<file path="config.mk">
export PLATFORM = sky130hd
export DESIGN_NAME = vector_alu_pipe
export DESIGN_NICKNAME = d
export VERILOG_FILES = /design/src/rtl/vector_alu_pipe.sv
export SDC_FILE = /design/constraint.sdc
export NUM_CORES = 2
export LEC_CHECK = 0
export ABC_AREA = 1
export BUFFER_PORTS_ARGS = -buffer_cell sky130_fd_sc_hd__buf_2
export CAP_MARGIN = 20
export CORE_AREA = 2 2 233 235
export CTS_CLUSTER_SIZE = 14
export DETAILED_ROUTE_END_ITERATION = 16
export DIE_AREA = 0 0 235 237
export PLACE_DENSITY_LB_ADDON = 0.1
export SKIP_CTS_REPAIR_TIMING = 1
export SYNTH_ARGS = -nofsm -noshare
export SYNTH_HDL_FRONTEND = slang
export SYNTH_SLANG_ARGS = --single-unit
</file>
<file path="constraint.sdc">
create_clock -name CLK -period 8.38 [get_ports CLK]
set_input_delay 0 -clock CLK [delete_from_list [all_inputs] [get_ports CLK]]
set_output_delay 0 -clock CLK [all_outputs]
set_load 0.005 [all_outputs]
</file>
<file path="src/rtl/vector_alu_pipe.sv">
// Two-stage pipelined scalar/vector ALU with a valid/ready handshake on both sides.
// Optional macro VALU_SAT_EN makes ADDV/SUBV saturate per lane instead of wrapping.
module vector_alu_pipe #(
  parameter int unsigned LANE_W = 8,
  parameter int unsigned LANES  = 4,
  localparam int unsigned WIDTH = LANE_W * LANES
) (
  input  logic             CLK,
  input  logic             RST_N,
  input  logic             IN_VALID,
  output logic             IN_READY,
  input  logic [WIDTH-1:0] SRC_A,
  input  logic [WIDTH-1:0] SRC_B,
  input  logic [3:0]       ALU_CONTROL,
  output logic             OUT_VALID,
  input  logic             OUT_READY,
  output logic [WIDTH-1:0] ALU_OUT,
  output logic             ALU_ERR
);

  typedef enum logic [3:0] {
    OP_ADD   = 4'h0, OP_SUB   = 4'h1, OP_MULT  = 4'h2, OP_XOR  = 4'h3,
    OP_ADDV  = 4'h4, OP_SUBV  = 4'h5, OP_XORV  = 4'h6, OP_SLV  = 4'h7,
    OP_SRV   = 4'h8, OP_SCLV  = 4'h9, OP_SCRV  = 4'hA, OP_MUXA = 4'hB,
    OP_MUXB  = 4'hC, OP_RSV0  = 4'hD, OP_RSV1  = 4'hE, OP_NOP  = 4'hF
  } op_e;

  localparam int unsigned RW    = $clog2(LANE_W);
  localparam int unsigned AMT_W = (WIDTH < 8) ? WIDTH : 8;

  logic             s1_valid_q;
  logic [WIDTH-1:0] a_q, b_q;
  op_e              op_q;
  logic             out_valid_q;
  logic [WIDTH-1:0] res_q, res_d;
  logic             err_q, err_d;
  logic             en;

  logic [7:0]          amt;
  logic [RW-1:0]       rot;
  logic [WIDTH-1:0]    vec_res;
  logic [LANE_W-1:0]   la, lb, lane;
  logic [2*LANE_W-1:0] dbl;
`ifdef VALU_SAT_EN
  logic [LANE_W:0]     wide;
`endif

  assign en        = !out_valid_q || OUT_READY;
  assign IN_READY  = en;
  assign OUT_VALID = out_valid_q;
  assign ALU_OUT   = res_q;
  assign ALU_ERR   = err_q;

  assign amt = 8'(b_q[AMT_W-1:0]);
  assign rot = amt[RW-1:0];

  // Rotates shift a doubled copy of the lane so amount 0 needs no special case.
  always_comb begin
    vec_res = '0;
    la      = '0;
    lb      = '0;
    lane    = '0;
    dbl     = '0;
`ifdef VALU_SAT_EN
    wide    = '0;
`endif
    for (int unsigned i = 0; i < LANES; i++) begin
      la   = a_q[i*LANE_W +: LANE_W];
      lb   = b_q[i*LANE_W +: LANE_W];
      lane = '0;
      dbl  = '0;
      case (op_q)
`ifdef VALU_SAT_EN
        OP_ADDV: begin
          wide = {1'b0, la} + {1'b0, lb};
          lane = wide[LANE_W] ? '1 : wide[LANE_W-1:0];
        end
        OP_SUBV: lane = (la < lb) ? '0 : la - lb;
`else
        OP_ADDV: lane = la + lb;
        OP_SUBV: lane = la - lb;
`endif
        OP_XORV: lane = la ^ lb;
        OP_SLV:  lane = (32'(amt) >= LANE_W) ? '0 : la << amt;
        OP_SRV:  lane = (32'(amt) >= LANE_W) ? '0 : la >> amt;
        OP_SCLV: begin
          dbl  = {la, la} << rot;
          lane = dbl[2*LANE_W-1:LANE_W];
        end
        OP_SCRV: begin
          dbl  = {la, la} >> rot;
          lane = dbl[LANE_W-1:0];
        end
        default: lane = '0;
      endcase
      vec_res[i*LANE_W +: LANE_W] = lane;
    end
  end

  always_comb begin
    res_d = '0;
    err_d = 1'b0;
    case (op_q)
      OP_ADD:  res_d = a_q + b_q;
      OP_SUB:  res_d = a_q - b_q;
      OP_MULT: res_d = a_q * b_q;
      OP_XOR:  res_d = a_q ^ b_q;
      OP_ADDV, OP_SUBV, OP_XORV, OP_SLV, OP_SRV, OP_SCLV, OP_SCRV: res_d = vec_res;
      OP_MUXA: res_d = a_q;
      OP_MUXB: res_d = b_q;
      OP_RSV0, OP_RSV1: err_d = 1'b1;
      default: res_d = '0;
    endcase
  end

  always_ff @(posedge CLK) begin
    if (!RST_N) begin
      s1_valid_q  <= 1'b0;
      out_valid_q <= 1'b0;
      res_q       <= '0;
      err_q       <= 1'b0;
    end else if (en) begin
      s1_valid_q  <= IN_VALID;
      out_valid_q <= s1_valid_q;
      // Bubbles load zero so the outputs read 0 whenever OUT_VALID is low.
      res_q       <= s1_valid_q ? res_d : '0;
      err_q       <= s1_valid_q & err_d;
    end
  end

  always_ff @(posedge CLK) begin
    if (RST_N && en && IN_VALID) begin
      a_q  <= SRC_A;
      b_q  <= SRC_B;
      op_q <= op_e'(ALU_CONTROL);
    end
  end

endmodule

</file>
# Word level (Yosys, flattened, before mapping)
# Cells that the tools add are included.
# word_totals
ff_bits	103
# classes
n_addsub	10
n_mul	1
order_cmp	1
eq_ne	14
shift	16
mux	15
n_bitwise	6
reduce_logical	7
# ops
operator	count
one-hot mux 32 bit (7 select lines)	1
one-hot mux 8 bit (7 select lines)	4
two-way mux 8 bit	8
<< shifter 16 x 3 -> 16 bit	4
>> shifter 16 x 3 -> 8 bit	4
adder 32 bit	1
adder 8 bit	4
multiplier 32 x 32 -> 32 bit	1
two-way mux 32 bit	1
<< shifter 8 x 8 -> 8 bit	4
>> shifter 8 x 8 -> 8 bit	4
subtractor 32 bit	1
subtractor 8 bit	4
bitwise XOR 32 bit	1
bitwise XOR 8 bit	4
== test 4 bit, second input constant	7
== test 4 x 3 -> 1 bit, second input constant	4
== test 4 x 2 -> 1 bit, second input constant	2
>= comparator 8 x 4 -> 1 bit, second input constant	1
OR reduction 7 bit	1
== test 4 x 1 -> 1 bit, second input constant	1
logical NOT 4 bit	1
logical AND 1 bit	2
OR reduction 2 bit	1
4 further kinds	4

# Depth between registers and ports, before layout
# depth
word_depth	5
depth_mapped	40
mapped_depth_nobuf	38

# Worst setup path before layout
# Ideal clock, no wire load.
# synth_path
path_type	reg-to-reg
from	register b_q[2]
to	register res_q[30] (netlist: ALU_OUT[30])
t_arrival_ns	6.926
required_time_ns	8.267
setup_slack_ns	1.341
stages_incl_launch_ff	30
path_cell_list	edfxtp_1 buf_6 clkbuf_1 clkbuf_1 buf_1 nand2_1 fa_1 inv_1 fa_1 inv_1 fa_1 inv_1 fa_1 fa_1 inv_1 fa_1 inv_1 fa_1 fa_1 ha_1 inv_1 nor3_1 nand4_1 o211a_1 nand2_1 a21oi_1 o21ai_0 nand3_1 nand2_1 nand2_1
# synth_via
elab_chain_len	5
# synth_rtl
element	line_no	rtl
start, declared	32	logic [WIDTH-1:0] a_q, b_q;
start signal, assigned	134	b_q <= SRC_B;
branches (longest 3 deep; another with multiplier 32 x 32 -> 32 bit)	n/a	
one-hot mux 32 bit (7 select lines) *	103	case (op_q)
two-way mux 32 bit *	126	res_q <= s1_valid_q ? res_d : '0;
end signal, assigned	126	
end, declared	35	logic [WIDTH-1:0] res_q, res_d;
# Every way passes the cells marked *.
# A chain may end at the register's enable or synchronous reset.

# Worst setup path in the final report
# layout_path
from	register b_q[6]
to	register res_q[23] (netlist: ALU_OUT[23])
# The elaborated chain is that of the path after synthesis.

==> results by stage <==
Clocking:
- The longest clock path from root to sink contains 2 buffers.
- The cell sitting at the root of the clock tree is a clkbuf_16.
- For this design, the sink count on the clock tree is ~100.
- The later pin in the worst-skew pair is clocked with a latency of roughly 0.40 ns.
- The H-tree was split into 3 levels.
- The number of buffers inserted during clock tree synthesis is 9.
- The CTS clock-pin slew for the worst setup and hold paths is 0.09 ns.
- The clock tree from TritonCTS is done.

Timing:
- The count of endpoints failing hold in the final timing report is 0.
- Static timing analysis puts the maximum clock frequency at about 130 MHz.
- The count of final max-slew check failures came to 0.
- For the pin with the worst max-slew slack, the measured transition is ~1.2 ns.
- The final clock period utilization by the worst path is between 90% and 100%.
- The final setup TNS is 0 ns.
- The final period demand of the worst path is 7.709 ns.
- Setup repair after global routing left no endpoint under its margin.
- The setup clock skew after layout is 0.009752 ns.
- Measured against its own limit, the worst slew margin works out to 23.24%.
- The post-route worst setup slack is around 0.67 ns.
- Setup violations remaining at the end of the flow were counted as 0.

Detailed routing:
- After detailed routing, the average wire length per cell comes to 22.26 um.
- The initial detailed-routing violation count is 3388.
- The first detailed-routing pass took 8 iterations.
- The remaining antenna violation count after routing is 0.
- The final layout contains routed wiring with a total length of 110300 um.
- The via count normalized by instance count is between 5 and 6.
- The routed layout has 28310 vias.
- The DRC violations left is 0.

Place:
- The worst setup slack after placement is 0.8919 ns.
- The instance count after placement with tap cells included is 4868.
- The number of buffers added on ports is about 110.
- After legalization and detailed placement, the total HPWL measured between 80000 and 90000 um.
- Routability-driven placement finished with a final weighted congestion of around 1.1.

Pwr:
- Dividing total power by cell area gives a power density of 436.3 nW/um^2.
- IR analysis of the VDD net gives a maximum drop of 0.7394 mV.
- The static power due to leakage is 17.55 nW.

Global routing:
- The number of global-route vias before repair came to 27470.
- The total congestion overflow is 0.
- The met1 capacity usage during global routing is 54.04%.
- The first global-routing pass estimated 164800 um of wire.
- The number of antenna violations at the first check in global routing is 3.
- Global routing consumed, on the met2 layer, approximately 58% of the routing resources.
- Global routing consumed, on the met3 layer, approximately 8.6% of the routing resources.
- The most used routing layer is met2.
- Entering global routing, the biggest net connects 69 pins.
- The aggregate global-route resource usage is between 30 and 40%.

Worst setup path:
- The arrival time reported for the critical path endpoint is 8.00 ns.
- In this run the worst path has a maximum fanout of 18.
- STA puts the critical path data required time at ~8.7 ns.
- The type of the worst setup path is reg2reg.
- STA classifies the critical path startpoint as a flip-flop.
- The nature of the critical path endpoint is a flip-flop.

Synth:
- The total nets after synthesis is 4866.
- The fraction of the mapped netlist area in adder cells is a little under two fifths.
- Summing the areas of all compound-gate instances in the mapped netlist gives about an eighth of the synthesized area.
- After synthesis, the cell types taking the most area are fa_1, nand2_1, inv_1, ha_1, edfxtp_1.
- The share of the synthesized area in the top cell type is 28.66%.
- The post-synthesis cell type with the largest combined area is fa_1.
- The synthesized netlist devotes 2.459% of its cell area to XOR and XNOR gates.
- During synthesis, Yosys emitted a total of 0 warnings.
- The number of synthesized register bits is 103.
- The sequential fraction of the synthesis area is 9.506%.
- The number of instances in the synthesized netlist is 4180.
- The simple-gate area share of the yosys netlist is a little under a quarter.
- The cell area after synthesis is 28850 um^2.
- The share of synthesized flip-flops with an asynchronous set or reset is 0%.
- The mean instance size in the synthesized netlist is 6.902 um^2.
- The combinational family with the most area after synthesis is adder cells.
- The post-synthesis cell type count is 68.
- Multiplexer cells account for less than 1% of the synthesized area.
- The count of flip-flops with a built-in enable after synthesis is between 60 and 70.
- The flip-flop cell with the highest count after synthesis is edfxtp_1.

Floorplanning:
- The starting density of the core is 54.15%.
- In this run the horizontal extent of the chip is 235 um.
- In this run the core area contains 85 standard-cell rows.
- The top-level I/O count is 107.
- The die outline area is between 50000 and 60000 um^2.
- In this run the vertical extent of the chip is 237 um.
- The standard cell core area is 53280 um^2.

Outcome:
- The run finished with clean final reports.

Finish:
- The number of antenna cells inserted is 0.
- After the last flow step, the layout net total stands at 4938.
- The count of cells in the finished layout, fillers not included, comes to 4953.
- The area growth from synthesis to final layout is 7.771%.
- Leaving out fill and tap cells, the most frequent cell in the layout is nand2_1.
- In the final layout, the share of cells above drive strength 1 is approximately 6.6%.
- The top cell types in the final layout, fill and taps aside, are nand2_1, inv_1, fa_1, ha_1, nand3_1.

Flow run:
- Max-cap violations in this run came to 0.

Min path:
- The worst hold path belongs to the class in2reg.
-- critical path, stage by stage, from the launching register on --
cell and delay (ns):
edfxtp_1 1.01, buf_4 0.37, nand2_1 0.08, inv_1 0.10, fa_1 0.44, fa_1 0.49, fa_1 0.53, inv_1 0.05
fa_1 0.47, inv_1 0.05, fa_1 0.50, inv_1 0.06, fa_1 0.53, inv_1 0.05, fa_1 0.50, fa_1 0.44
ha_1 0.37, a21oi_1 0.26, o21ai_0 0.13, a21oi_1 0.17, nand3_1 0.16, o21ai_0 0.49, nand2_1 0.10, o21ai_1 0.16
nand2_1 0.06
-- synthesized netlist by cell type, types with 8 or more instances --
master and instances:
nand2_1 1147, inv_1 929, fa_1 413, ha_1 201
nand3_1 196, o21ai_0 185, a21oi_1 182, nor2_1 150
clkbuf_1 107, edfxtp_1 68, o21ai_1 64, xor2_1 56
buf_2 47, buf_1 40, nor3_1 39, dfxtp_1 35
o211ai_1 32, nand4_1 26, xnor2_1 25, inv_2 23
o22ai_1 20, a31oi_1 19, or2_2 13, a21o_1 11
a221oi_1 11, nor4_1 11, o21a_1 11, nand3b_1 10
o2111ai_1 10, a211oi_1 8, nor2_2 8, o21bai_1 8
-- power by group --
group          switching (mW)  internal [mW]  leakage (nW)
combinational            7.84           4.59          16.5
sequential             0.0974          0.571         0.920
clock                   0.254          0.212         0.143
total                    8.19           5.37          17.6
-- flip-flops by register name, indices dropped and copies added (netlist names) --
signal,flops
ALU_OUT,32
a_q,32
OUT_VALID,1
b_q,32
ALU_ERR,1
s1_valid_q,1
op_q,4
-- cell type report --
type                       instances  area [um^2]
fill                            5130        22190
inverter                         953         3577
sequential                       103         2743
clock buffer                       9        225.2
clock inverter                     7        72.57
multi-input combinational       2921        21690
timing repair buffer             264         1914
tap                              696        870.8
-- metal layers --
metal / wire, um / vias to the layer above
li1: - / 12960
met1: 44170 / 13330
met2: 46260 / 1711
met3: 13010 / 305
met4: 6803 / 4
met5: 23 / -
-- path summary, 6_finish.rpt --
check / startpoint / end / slack (ns) / cells past startpoint
max: b_q[6] / ALU_OUT[23] / 0.67 / 24
min reg2reg: s1_valid_q / s1_valid_q / 0.47 / 2
min: OUT_READY / s1_valid_q / 0.19 / 5
max reg2reg: b_q[6] / ALU_OUT[23] / 0.67 / 24
-- metrics by stage --
| step | util [%] | power [mW] | cell area (um^2) | hold slack, ns |
|---|---|---|---|---|
| 6_report | 58.36 | 13.57 | 31090 | 0.1935 |
| 5_1_grt | 58.36 | 14.98 | 31090 | 0.2155 |
| 4_1_cts | 57.06 | 13.43 | 30400 | -0.2362 |
| 3_5_place_dp | 56.50 | 12.86 | 30110 | 0.1781 |
| 3_3_place_gp | 56.50 | 12.85 | 30110 | 0.1766 |
| 2_1_floorplan | - | 9.252 | 28850 | 0.09887 |
-- logic make-up after synthesis --
group                    count (synthesis)
buffers and inverters                 1156
flip-flops                             103
AND/OR/NAND/NOR                       1622
AO/OA/AOI/OAI                          602
multiplexers                             2
XOR/XNOR                                81
adder cells (fa/ha/maj)                614
Note: power is estimated with default switching activity, not from simulation.
